--- src/rtl/smi_line_rx.sv ---
// SMI line receiver: synchronizes Pi SMI writes into a ping-pong pair of line banks, display bank readable by address.
// Latency: write visible SYNC_STAGES+1 clk after nwe rises; rd_data one clk after rd_addr; line_ready one clk after swap.
// Backpressure: none; bytes arriving with the fill bank full are dropped. Stats flags built only with SMI_RX_STATS_EN defined.
module smi_line_rx #(
   parameter int LINE_BYTES  = 192,
   parameter int SYNC_STAGES = 2
) (
   input  logic       clk,
   input  logic       global_rst_n,
   input  logic       line_sync,
   input  logic       smi_nwe_pi,
   input  logic [7:0] smi_data_pi,
   input  logic [7:0] rd_addr,
   output logic [7:0] rd_data,
   output logic       line_ready,
   output logic [7:0] wr_count,
   input  logic       stat_clr,
   output logic       overrun,
   output logic       short_line
);

   typedef enum logic [1:0] {IDLE, FILL, FULL} state_t;

   localparam logic [7:0] LB = 8'(LINE_BYTES);

   state_t                        state, state_nxt;
   logic                          bank_sel;
   logic [SYNC_STAGES-1:0]        nwe_sync;
   logic [SYNC_STAGES-1:0][7:0]   data_sync;
   logic                          nwe_prev;
   logic                          wr_det;
   logic [7:0]                    wr_byte;
   logic                          swap;
   logic                          accept;
   logic                          wr_bank;
   logic [7:0]                    wr_addr;
   logic [7:0]                    wr_count_nxt;

   // Line storage; bank index == bank_sel is the fill bank, the other is displayed.
   logic [7:0] bank0 [LINE_BYTES];
   logic [7:0] bank1 [LINE_BYTES];

   // Strobe and data share the same synchronizer depth so the byte lines up with the edge.
   always_ff @(posedge clk or negedge global_rst_n) begin
      if (!global_rst_n) begin
         nwe_sync  <= '1;
         data_sync <= '0;
         nwe_prev  <= 1'b1;
      end else begin
         nwe_sync  <= {nwe_sync[SYNC_STAGES-2:0], smi_nwe_pi};
         data_sync <= {data_sync[SYNC_STAGES-2:0], smi_data_pi};
         nwe_prev  <= nwe_sync[SYNC_STAGES-1];
      end
   end

   assign wr_det  = nwe_sync[SYNC_STAGES-1] & ~nwe_prev;
   assign wr_byte = data_sync[SYNC_STAGES-1];

   // Next-state and fill control; a line_sync swap takes priority and a coincident byte lands at address 0 of the new bank.
   always_comb begin
      state_nxt    = state;
      swap         = 1'b0;
      accept       = 1'b0;
      wr_bank      = bank_sel;
      wr_addr      = wr_count;
      wr_count_nxt = wr_count;
      case (state)
         IDLE: begin
            if (line_sync) begin
               state_nxt = FILL;
            end
         end
         FILL, FULL: begin
            if (line_sync) begin
               swap         = 1'b1;
               wr_bank      = ~bank_sel;
               wr_addr      = 8'd0;
               accept       = wr_det;
               wr_count_nxt = wr_det ? 8'd1 : 8'd0;
            end else if (state == FILL) begin
               accept = wr_det;
               if (wr_det) begin
                  wr_count_nxt = wr_count + 8'd1;
               end
            end
            state_nxt = (wr_count_nxt == LB) ? FULL : FILL;
         end
         default: state_nxt = IDLE;
      endcase
   end

   // State, bank selection, fill counter and the completed-line pulse.
   always_ff @(posedge clk or negedge global_rst_n) begin
      if (!global_rst_n) begin
         state      <= IDLE;
         bank_sel   <= 1'b0;
         wr_count   <= 8'd0;
         line_ready <= 1'b0;
      end else begin
         state      <= state_nxt;
         wr_count   <= wr_count_nxt;
         line_ready <= swap && (state == FULL);
         if (swap) begin
            bank_sel <= ~bank_sel;
         end
      end
   end

   // Bank writes; contents deliberately survive reset.
   always_ff @(posedge clk) begin
      if (accept) begin
         if (wr_bank) begin
            bank1[wr_addr] <= wr_byte;
         end else begin
            bank0[wr_addr] <= wr_byte;
         end
      end
   end

   // Registered display read; the registered bank_sel means a swap only affects the following read.
   always_ff @(posedge clk or negedge global_rst_n) begin
      if (!global_rst_n) begin
         rd_data <= 8'd0;
      end else if (rd_addr < LB) begin
         rd_data <= bank_sel ? bank0[rd_addr] : bank1[rd_addr];
      end else begin
         rd_data <= 8'd0;
      end
   end

`ifdef SMI_RX_STATS_EN
   logic ovr_set;
   logic short_set;

   assign ovr_set   = (state == FULL) && wr_det && !line_sync;
   assign short_set = (state == FILL) && line_sync;

   // Sticky flags; a set event in the same cycle wins over stat_clr.
   always_ff @(posedge clk or negedge global_rst_n) begin
      if (!global_rst_n) begin
         overrun    <= 1'b0;
         short_line <= 1'b0;
      end else begin
         if (ovr_set) begin
            overrun <= 1'b1;
         end else if (stat_clr) begin
            overrun <= 1'b0;
         end
         if (short_set) begin
            short_line <= 1'b1;
         end else if (stat_clr) begin
            short_line <= 1'b0;
         end
      end
   end
`else
   logic unused_stat_clr;

   assign unused_stat_clr = stat_clr;
   assign overrun         = 1'b0;
   assign short_line      = 1'b0;
`endif

endmodule

--- config.mk ---
export PLATFORM = sky130hd
export DESIGN_NAME = smi_line_rx
export DESIGN_NICKNAME = d
export VERILOG_FILES = /design/src/rtl/smi_line_rx.sv
export SDC_FILE = /design/constraint.sdc
export NUM_CORES = 2
export LEC_CHECK = 0
export CAP_MARGIN = 20
export CORE_UTILIZATION = 30
export DETAILED_ROUTE_END_ITERATION = 8
export GPL_ROUTABILITY_DRIVEN = 0
export PLACE_DENSITY = 0.46
export SETUP_SLACK_MARGIN = 0.05
export SLEW_MARGIN = 15
export SYNTH_ARGS = -nofsm -noshare
export SYNTH_HDL_FRONTEND = slang
export SYNTH_SLANG_ARGS = --single-unit
--- constraint.sdc ---
create_clock -name clk -period 6.7 [get_ports clk]
set_clock_uncertainty 0.1 [all_clocks]
set_input_delay 1.34 -clock clk [delete_from_list [all_inputs] [get_ports clk]]
set_output_delay 1.34 -clock clk [all_outputs]
set_load 0.02 [all_outputs]
# [After elaboration in Yosys (flattened, before gate mapping)]
# Memory sizes are Yosys's and may differ from the RTL's.
# Index checks and enable logic that the tools add are counted.
# Widths: inputs -> output; s select.
[word_totals] register_bits=39 ramBits=3072 input_bits=21 output_inout_bits=19 word_cells=48 mem_count=2
[mem_list] memory="bank0" depth=192 word_bits=8 read_ports=1 rd_clocked_by_memory_dff=0 write_ports=1 line="40" source="logic [7:0] bank0 [LINE_BYTES];"
[mem_list] memory="bank1" depth=192 word_bits=8 read_ports=1 rd_clocked_by_memory_dff=0 write_ports=1 line="41" source="logic [7:0] bank1 [LINE_BYTES];"
[classes] addsub=1 magnitude_cmp=1 eq_ne=4 n_mux=25 n_bitwise=3 n_reduce_logical=3
[ops] op="$mux 8" count=8
[ops] op="$mux 1" count=14
[ops] op="$add 8x1->8 const B" count=1
[ops] op="$eq 8x8->1 const B" count=1
[ops] op="$lt 8x8->1 const B" count=1
[ops] op="$mux 2" count=2
[ops] op="$pmux 2 s2" count=1
[ops] op="$eq 2x1->1 const B" count=1
[ops] op="$eq 2x2->1 const B" count=1
[ops] op="$logic_not 2->1" count=1
[ops] op="$ne 2x2->1 const B" count=1
[ops] op="$not 1->1" count=2
[ops] op="$reduce_or 2->1" count=1
[ops] op="$and 1x1->1" count=1
[ops] op="$logic_and 1x1->1" count=1

# [Longest topological paths before layout]
[logic_depth] word_depth=9 mapped_depth=13 ltp_nobuf=9

# [Least setup slack after synthesis]
# OpenSTA, ideal clock, no wires.
[synth_path] kind="flip-flop to flip-flop" from="register data_sync, in the netlist wr_byte[0]" to="memory bank0[0][0] (data pin)" setup_ns=1.101 t_arrival_ns=4.609 t_required_ns=5.499 slack_ns=0.890 path_stages_with_launch=1 n_path_buf=0 period_less_slack_ns=5.810 path_cell_list="dfrtp_1"
[synth_lines] item="from (decl)" line="29" source="logic [SYNC_STAGES-1:0][7:0] data_sync;"
[synth_lines] item="from (signal assigned)" line="51" source="data_sync <= {data_sync[SYNC_STAGES-2:0], smi_data_pi};"
[synth_lines] item="to (decl)" line="40"
# Straight into the memory's write port.

# [Worst setup path in the final report]
[layout_path] from="input port rd_addr[0]" to="register rd_data[0]"
[layout_between] elab_chain_len=3 elab_cells_between_ends=5 cone_classes="order compare (1); mux (2); memory (2)"
[layout_rtl] item="from (decl)" line="13" source="input logic [7:0] rd_addr,"
[layout_rtl] item="$mem_v2 192x8 (on tied branches)"
[layout_rtl] item="$mux 8" line="125" source="rd_data <= bank_sel ? bank0[rd_addr] : bank1[rd_addr];"
[layout_rtl] item="$mux 8 (*)" line="124" source="end else if (rd_addr < LB) begin"
[layout_rtl] item="to (signal assigned)" line="125"
[layout_rtl] item="to (decl)" line="14" source="output logic [7:0] rd_data,"
# Mark *: on every way between the ends. The rest lies on a longest branch, timed or not.
# A chain may end at the register's enable or synchronous reset.

==> results.toml <==
[outcome]
status = "finished, violations left"
violations = "max-slew violations"

[die]
fp-row-count = 232
core_area_um2 = 400000
die_area_um2 = 406000
pin_count = 40
die_x_um = 637
fp.dieH_um = 637
initial_core_util_pct = 30.2

[synth]
async_reset_ff_share_pct = 1.25
synthMuxAreaShare_pct = 16.4
synth_simple_gate_area_share_pct = 2.83
synthXorXnorAreaFrac_pct = 0.0145
syn_area_per_cell_um2 = 21.7
synth_compound_area_share_pct = 1.91
ys_types = 65
synth-main-ff-cell = "edfxtp_1"
synthCells = 5581
synthAdderAreaFrac_pct = 0.0517
synth_area_um2 = 121000
synth_top_family_by_area = "multiplexers"
ys_ff_latch = 3111
ys_warn_count = 0
ys_seq_area_share_pct = 77.1
synth-edff-count = 3072

[sta]
max_freq_mhz = 213
tightest_slew_ns = 1.53
period_minus_slack_ns = 4.70
setup_viol = 0
hold_viol = 0
finalSetupTns_ns = 0
max-slew-margin-rel_pct = -1.80
rsz0062_at_grt = "no"
setup_ws_ns = 2.00
period_share_pct = 70.2
finalMaxSlewViolations = 24

[worst_setup_path]
crit_required_ns = 7.38
critPathArrivalTime_ns = 5.38
max_stage_delay_ns = 0.81
worstReg2RegEnd = "bank0[60][5]$_DFFE_PP_"
cp_max_fo = 78
start_kind = "input port"
r2r_cells = 7
r2r_start = "state[0]$_DFFE_PN0P_"
r2r_setup_slack_ns = 2.02
critPathSlowestCell = "a2111oi_0"
path_cells = "buf_16 -> buf_4 -> mux4_2 -> mux2i_1 -> o21ai_0 -> a2111oi_0 -> buf_4 -> a2111oi_0 -> a31oi_1 -> o21ai_1"
critPathKind = "in2reg"
end_kind = "flip-flop"

[placement]
hpwlAfterDp_um = 217000
place_ws_ns = 0.940
port_buffers = 36

[detailed_routing]
postRouteAntennaNets = 0
drt_iter0_drc = 5932
drc = 0
vias = 58800
vias_per_cell = 5.13
detail_route.wl_per_cell_um = 31.2
drt-total-wl_um = 357000
first_pass_iters = 6

[clock_tree]
clkSlewWorstSetupHoldPaths_ns = 0.06
cts_setup_buffers = 0
h-tree-depth = 5
clk_latency_ns = 0.93
cts-hold-fix-buffers = 0
cts_resized = 0
clockBufferDepth = 4
cts_tree = "built"
clock-sinks = 3111
cts_root_buf = "clkbuf_16"
numCtsBuffers = 339

[grt]
grt_pass1_wl_um = 497000
grt_use_total_pct = 17.3
grt-ovfl-total = 0
grt_max_degree = 205
first_global_vias = 60700
antenna_found_initial = 18

[hold_path]
min_from = "data_sync[6]$_DFF_PN0_"
hold_class = "reg2reg"
hold_depth = 0
hold_path_end = "wr_byte[6]$_DFF_PN0_"

[layout]
drive_gt1_share_pct = 26.4
final_cell_mix = "edfxtp_1 (3,072), mux4_2 (805), nor2_1 (455), clkbuf_16 (346), buf_4 (274)"
final_common_cell = "edfxtp_1"
syn_to_final_growth_pct = 15.2
nets = 5963

[pwr]
p_leak_uw = 0.0427
p_per_area_nw_per_um2 = 307
vdd.ir_drop.worst_mv = 0.230

[run]
max_cap_violations = 0
synthesized netlist by cell type (all sizes together), types with 11 or more instances:
| cell | instances | share of area, % |
|---|---|---|
| and2 | 11 | 0.057 |
| a21oi | 62 | 0.26 |
| mux4 | 805 | 15 |
| and3 | 15 | 0.078 |
| nand2 | 157 | 0.49 |
| edfxtp | 3072 | 76 |
| a2111oi | 14 | 0.10 |
| a31oi | 25 | 0.13 |
| mux2 | 12 | 0.11 |
| o22ai | 43 | 0.22 |
| nor2b | 22 | 0.11 |
| nor2 | 456 | 1.4 |
| clkbuf | 135 | 0.42 |
| inv | 15 | 0.047 |
| nand2b | 20 | 0.10 |
| nor3 | 38 | 0.16 |
| a22oi | 38 | 0.24 |
| a211oi | 17 | 0.11 |
| o21ai | 37 | 0.15 |
| nand3 | 45 | 0.19 |
| o221ai | 47 | 0.34 |
| mux2i | 152 | 1.3 |
| dfrtp | 36 | 0.74 |
| buf | 203 | 1.3 |
stage by stage:
| stage | total power [uW] | hold WS (ns) | area [um^2] | cells | util [%] |
|---|---|---|---|---|---|
| after floorplan | 23600 | 0.231 | 121000 | 5582 | - |
| after global placement | 25400 | 0.242 | 129000 | 10900 | 32.2 |
| after detailed placement | 25400 | 0.241 | 129000 | 10900 | 32.2 |
| after CTS | 43200 | 0.254 | 139000 | 11500 | 34.8 |
| after global routing | 43900 | 0.256 | 139000 | 11500 | 34.8 |
| final | 42800 | 0.247 | 139000 | 11500 | 34.8 |
worst max-delay path by stage:
stage | startpoint | endpoint | slack, ns | cells after the start
final | rd_addr[0] | rd_data[0]$_DFF_PN0_ | 2.00 | 10
after global routing | state[0]$_DFFE_PN0P_ | bank0[60][5]$_DFFE_PP_ | 1.69 | 7
after CTS | rd_addr[0] | rd_data[0]$_DFF_PN0_ | 1.91 | 10
after detailed placement | rd_addr[0] | rd_data[0]$_DFF_PN0_ | 0.94 | 10
after global placement | rd_addr[0] | rd_data[0]$_DFF_PN0_ | 1.08 | 10
after floorplan | wr_byte[0]$_DFF_PN0_ | bank0[0][0]$_DFFE_PP_ | 0.89 | 0
layer usage:
metal / share of wire, % / GRT usage, %
met5: 0.020 / 0
met4: 2.7 / 4.63
met3: 5.2 / 2.62
met2: 49 / 28.6
met1: 43 / 23.9
critical path, delay by kind of cell:
kind,cells,cell delay [ns]
buf+inv,3,1.16
compound gates,5,1.84
mux,2,0.77
layout make-up:
class / instances / area [um^2]
Multi-Input combinational cell: 2118 / 25800
Clock inverter: 168 / 1350
Clock buffer: 432 / 9020
Antenna cell: 6 / 15.0
Tap cell: 5265 / 6590
Timing Repair Buffer: 352 / 3270
Inverter: 15 / 68.8
Sequential cell: 3111 / 93300
Fill cell: 37100 / 261000
sequential cells by signal (all words and copies together), names as in the netlist, 2 cells and up:
signal,count
data_sync,8
bank1,1536
rd_data,8
wr_byte,8
wr_count,8
nwe_sync,2
bank0,1536
state,2
cell families after synthesis:
family / count (synthesis)
XOR/XNOR: 2
AO/OA/AOI/OAI: 335
multiplexers: 969
buffers and inverters: 353
AND/OR/NAND/NOR: 805
flip-flops: 3111
other: 1
adder cells (fa/ha/maj): 5
power breakdown:
group | internal, uW | switching (uW) | total (uW)
combinational | 959 | 2320 | 3280
clock | 10200 | 7660 | 17800
sequential | 21500 | 222 | 21700
total | 32600 | 10200 | 42800
Power figures use the tool's default switching activity.
